File: src/rtl/dffnrsnq_pipe_if.sv
// dffnrsnq_pipe_if: control, data and status bundle for the falling-edge register pipeline
// Signals: setn (sync active-low set), en (shift enable), mode (0 pipeline, 1 recirculate),
//          d/valid_in (stage 0 input), q/valid_out (last stage), count (valid stages held)
interface dffnrsnq_pipe_if #(
    parameter int WIDTH = 8,
    parameter int DEPTH = 4
);
    logic                       setn;
    logic                       en;
    logic                       mode;
    logic [WIDTH-1:0]           d;
    logic                       valid_in;
    logic [WIDTH-1:0]           q;
    logic                       valid_out;
    logic [$clog2(DEPTH+1)-1:0] count;

    modport master (output setn, en, mode, d, valid_in, input q, valid_out, count);
    modport slave  (input setn, en, mode, d, valid_in, output q, valid_out, count);
endinterface

File: src/rtl/dffnrsnq_pipe.sv
// dffnrsnq_pipe: falling-edge WIDTH x DEPTH register pipeline with sync reset/set and recirculate
// Ports: clkn (falling-edge clock), rn (sync active-low reset), bus (slave side of dffnrsnq_pipe_if)
module dffnrsnq_pipe #(
    parameter int               WIDTH     = 8,
    parameter int               DEPTH     = 4,
    parameter logic [WIDTH-1:0] RESET_VAL = {WIDTH{1'b0}},
    parameter logic [WIDTH-1:0] SET_VAL   = {WIDTH{1'b1}}
) (
    input logic            clkn,
    input logic            rn,
    dffnrsnq_pipe_if.slave bus
);
    localparam int CW = $clog2(DEPTH + 1);

    logic [WIDTH-1:0] data [DEPTH];
    logic [DEPTH-1:0] valid;
    logic [CW-1:0]    count;

    always_ff @(negedge clkn) begin
        if (!rn) begin
            for (int i = 0; i < DEPTH; i++) data[i] <= RESET_VAL;
            valid <= '0;
            count <= '0;
        end else if (!bus.setn) begin
            for (int i = 0; i < DEPTH; i++) data[i] <= SET_VAL;
            valid <= '1;
            count <= CW'(DEPTH);
        end else if (bus.en) begin
            for (int i = 1; i < DEPTH; i++) begin
                data[i]  <= data[i-1];
                valid[i] <= valid[i-1];
            end
            data[0]  <= bus.mode ? data[DEPTH-1]  : bus.d;
            valid[0] <= bus.mode ? valid[DEPTH-1] : bus.valid_in;
            // One valid enters and one leaves per shift, so the count stays within 0..DEPTH
            if (!bus.mode) count <= count + CW'(bus.valid_in) - CW'(valid[DEPTH-1]);
        end
    end

    assign bus.q         = data[DEPTH-1];
    assign bus.valid_out = valid[DEPTH-1];
    assign bus.count     = count;
endmodule
File: src/flat_wrapper.sv
// flat-port wrapper written by rule: the top's interface ports become plain ports
module dffnrsnq_pipe_flat 
#(
    parameter int               WIDTH     = 8,
    parameter int               DEPTH     = 4,
    parameter logic [WIDTH-1:0] RESET_VAL = {WIDTH{1'b0}},
    parameter logic [WIDTH-1:0] SET_VAL   = {WIDTH{1'b1}}
)
  (clkn, rn, bus_setn, bus_en, bus_mode, bus_d, bus_valid_in, bus_q, bus_valid_out, bus_count);
  dffnrsnq_pipe_if #(.WIDTH(WIDTH), .DEPTH(DEPTH)) bus_i ();
  input logic clkn;
  input logic rn;
  input wire logic [$bits(bus_i.setn)-1:0] bus_setn;
  input wire logic [$bits(bus_i.en)-1:0] bus_en;
  input wire logic [$bits(bus_i.mode)-1:0] bus_mode;
  input wire logic [$bits(bus_i.d)-1:0] bus_d;
  input wire logic [$bits(bus_i.valid_in)-1:0] bus_valid_in;
  output wire logic [$bits(bus_i.q)-1:0] bus_q;
  output wire logic [$bits(bus_i.valid_out)-1:0] bus_valid_out;
  output wire logic [$bits(bus_i.count)-1:0] bus_count;
  assign bus_i.setn = bus_setn;
  assign bus_i.en = bus_en;
  assign bus_i.mode = bus_mode;
  assign bus_i.d = bus_d;
  assign bus_i.valid_in = bus_valid_in;
  assign bus_q = bus_i.q;
  assign bus_valid_out = bus_i.valid_out;
  assign bus_count = bus_i.count;
  dffnrsnq_pipe #(.WIDTH(WIDTH), .DEPTH(DEPTH), .RESET_VAL(RESET_VAL), .SET_VAL(SET_VAL)) u_core (.clkn(clkn), .rn(rn), .bus(bus_i));
endmodule
File: config.mk
export PLATFORM = sky130hd
export DESIGN_NAME = dffnrsnq_pipe_flat
export DESIGN_NICKNAME = d
export VERILOG_FILES = /design/src/rtl/dffnrsnq_pipe_if.sv /design/src/rtl/dffnrsnq_pipe.sv /design/src/flat_wrapper.sv
export SDC_FILE = /design/constraint.sdc
export NUM_CORES = 1
export LEC_CHECK = 0
export ABC_AREA = 1
export BUFFER_PORTS_ARGS = -buffer_cell sky130_fd_sc_hd__buf_4
export CORE_MARGIN = 10
export CORE_UTILIZATION = 40
export CTS_BUF_LIST = sky130_fd_sc_hd__clkbuf_2 sky130_fd_sc_hd__clkbuf_4 sky130_fd_sc_hd__clkbuf_8
export DETAILED_ROUTE_END_ITERATION = 8
export GPL_ROUTABILITY_DRIVEN = 0
export HOLD_SLACK_MARGIN = 0.03
export PLACE_DENSITY = 0.56
export SYNTH_ARGS = -nofsm -noshare
export SYNTH_HDL_FRONTEND = slang
export SYNTH_SLANG_ARGS = --single-unit
File: constraint.sdc
create_clock -name clkn -period 1.9 [get_ports clkn]
set_input_delay 0.19 -clock clkn [delete_from_list [all_inputs] [get_ports clkn]]
set_output_delay 0.19 -clock clkn [all_outputs]
set_load 0.01 [all_outputs]
==> impl_metrics.env <==
export IMPL_status="finished, violations left"
export IMPL_failed_checks="setup timing"
export IMPL_post_drt_wl_per_cell_um=13.0
export IMPL_die_width_um=85.4
export IMPL_grt_max_degree=25
export IMPL_irDropWorstVdd_v=0.000405
export IMPL_grt_first_pass_wirelength_um=7070
export IMPL_post_synth_cell_area_avg_um2=9.73
export IMPL_tightestPinTransition_ns=0.204
export IMPL_start_kind="flip-flop"
export IMPL_max_stage_delay_ns=0.41
export IMPL_yosysUniqueCellTypes=19
export IMPL_hold_class="flip-flop to flip-flop"
export IMPL_yosysWarnings=0
export IMPL_synth_yosys_seq_area_share_pct=59.6
export IMPL_critPathSlowestCell="edfxtp_1"
export IMPL_grt_overflow=0
export IMPL_grt_usage_pct=11.9
export IMPL_fillers=372
export IMPL_synth_top_flop_cell="edfxtp_1"
export IMPL_firstDrtPassIters=4
export IMPL_p_leak_nw=1.31
export IMPL_worst_skew_pair_late_latency_ns=0.36
export IMPL_drtIter0Drc=77
export IMPL_fin_cells=318
export IMPL_worstRegToRegCells=7
export IMPL_path_buf_inv=1
export IMPL_drt_wl_total_um=4130
export IMPL_rsz0062_at_grt="true"
export IMPL_worstPathRequired_ns=1.71
export IMPL_final_nets=285
export IMPL_crit_chain="buf_6"
export IMPL_dp_worst_setup_slack_ns=-0.325
export IMPL_cts_path_max_buffers=2
export IMPL_rows=23
export IMPL_root_buffer="clkbuf_8"
export IMPL_startpoint="u_core.data[3][6]$_DFFE_NP_"
export IMPL_drive_above_1_share_pct=30.2
export IMPL_hpwl_um=2840
export IMPL_synth_cells=176
export IMPL_initial_core_util_pct=42.2
export IMPL_ant_nets=0
export IMPL_cp_top_family="flip-flops"
export IMPL_setup_viol=12
export IMPL_antenna_cells=0
export IMPL_fp_dieH_um=85.4
export IMPL_synth_edff_count=24
export IMPL_dr_total_vias=1488
export IMPL_dieArea_um2=7300
export IMPL_clock_sinks=39
export IMPL_area_growth_pct=46.0
export IMPL_vias_per_cell=4.68
export IMPL_whs_ns=0.444
export IMPL_ys_seq_elements=39
export IMPL_drv_slew=0
export IMPL_r2r_end="u_core.bus.count[1]$_SDFFE_NN0P_"
export IMPL_max_slew_margin_rel_pct=86.4
export IMPL_cap_violations=0
export IMPL_crit_end="bus_q[6]"
export IMPL_path_clk_slew_ns=0.04
export IMPL_fin_ws_ns=-0.146
export IMPL_synthArstFlopShare_pct=0
export IMPL_end_kind="output port"
export IMPL_power_density_nw_per_um2=916
export IMPL_portBuffers=25
export IMPL_io_pins=26
export IMPL_antenna_found_initial=0
export IMPL_drc=0
export IMPL_core_area_um2=4060
export IMPL_critPathArrivalTime_ns=1.86
export IMPL_cp_depth=1
export IMPL_cts_buffers=5
export IMPL_cts_tree="done"
export IMPL_crit_type="flip-flop to output port"
export IMPL_final_util_pct=61.6
export IMPL_holdBufCountCts=0
export IMPL_setup_tns_ns=-1.14
export IMPL_r2r_start="u_core.valid[3]$_SDFFE_NN0P_"
export IMPL_dp_cells=265
export IMPL_syn_num_nets=193
export IMPL_h_tree_depth=2
export IMPL_critical_path_peak_fanout=2
export IMPL_r2r_slack_ns=0.18
export IMPL_syn_area_um2=1710
export IMPL_hold_viol=0
export IMPL_skew_ns=0.0106
export IMPL_first_global_vias=1672
==> repair_timing <==
action                                  CTS  global route
setup buffers                             5             3
gates resized for setup                  14             3
endpoints found under the setup margin   12            13
==> cells in the final DEF (no fill, tap or decap), types with 2 or more instances in the layout <==
cell and instances:
o31ai_2 8, nand2_2 2, nor2_1 24, inv_1 50, buf_12 4, buf_4 38
dfxtp_1 11, nand2_1 57, o21ai_0 5, nand3_1 10, a21oi_1 5, edfxtp_1 24
buf_6 11, dfxtp_2 3, clkbuf_8 5
==> cell type report <==
class	instances	area (µm²)	share of cell area, %
inverters	13	52.6	2.10
multi-input cells	117	616	24.6
well taps	50	62.6	2.50
repair buffers	53	489	19.6
clock buffers	5	68.8	2.75
clock inverters	41	181	7.26
flip-flops and latches	39	1030	41.2
==> worst min path at each step <==
stage | slack (ns) | start | depth (start not counted) | end
3_3_place_gp | 0.44 | u_core.data[1][6]$_DFFE_NP_ | 2 | u_core.data[2][6]$_SDFFE_NP1P_
2_1_floorplan | 0.43 | u_core.data[2][0]$_SDFFE_NP1P_ | 2 | u_core.data[2][0]$_SDFFE_NP1P_
4_1_cts | 0.44 | u_core.data[1][5]$_DFFE_NP_ | 2 | u_core.data[2][5]$_SDFFE_NP1P_
5_1_grt | 0.47 | u_core.data[2][4]$_SDFFE_NP1P_ | 2 | u_core.data[2][4]$_SDFFE_NP1P_
6_report | 0.44 | u_core.data[1][5]$_DFFE_NP_ | 2 | u_core.data[2][5]$_SDFFE_NP1P_
3_5_place_dp | 0.45 | u_core.data[2][4]$_SDFFE_NP1P_ | 2 | u_core.data[2][4]$_SDFFE_NP1P_
==> registers in the layout, summed over array words and instances, names as in the netlist <==
register          count
u_core.bus.count      3
u_core.valid          4
u_core.data          32
==> per-stage QoR <==
stage	area (µm²)	total power, mW
2_1_floorplan	1730	1.29
3_3_place_gp	2140	1.41
3_5_place_dp	2140	1.42
4_1_cts	2460	2.33
5_1_grt	2500	2.50
6_report	2500	2.29
==> cells in the mapped netlist, types with 2 or more instances <==
cell / n / area, µm²
inv_1: 12 / 45.0
o31ai_2: 8 / 100
buf_6: 2 / 22.5
nand3_1: 10 / 50.1
a21oi_1: 5 / 25.0
edfxtp_1: 24 / 721
nand2_1: 58 / 218
dfxtp_1: 15 / 300
o21ai_0: 5 / 25.0
ha_1: 2 / 25.0
buf_2: 4 / 20.0
nor2_1: 24 / 90.1
==> cell families after synthesis <==
group	after synthesis	synth area share (%)
AND/OR/NAND/NOR	95	22.8
flip-flops	39	59.6
adder cells (fa/ha/maj)	3	2.63
buffers and inverters	20	5.70
AO/OA/AOI/OAI	19	9.21
==> layer usage <==
metal  track usage [%]  wire, µm
met1              12.1      1880
met2              18.6      1980
met4              6.59        56
met5                 0         0
met3              6.88       215
==> power breakdown <==
part / internal [mW] / switching (mW)
logic: 0.149 / 0.142
registers: 0.988 / 0.0369
clock network: 0.488 / 0.483
(Power assumes the default switching activity.)
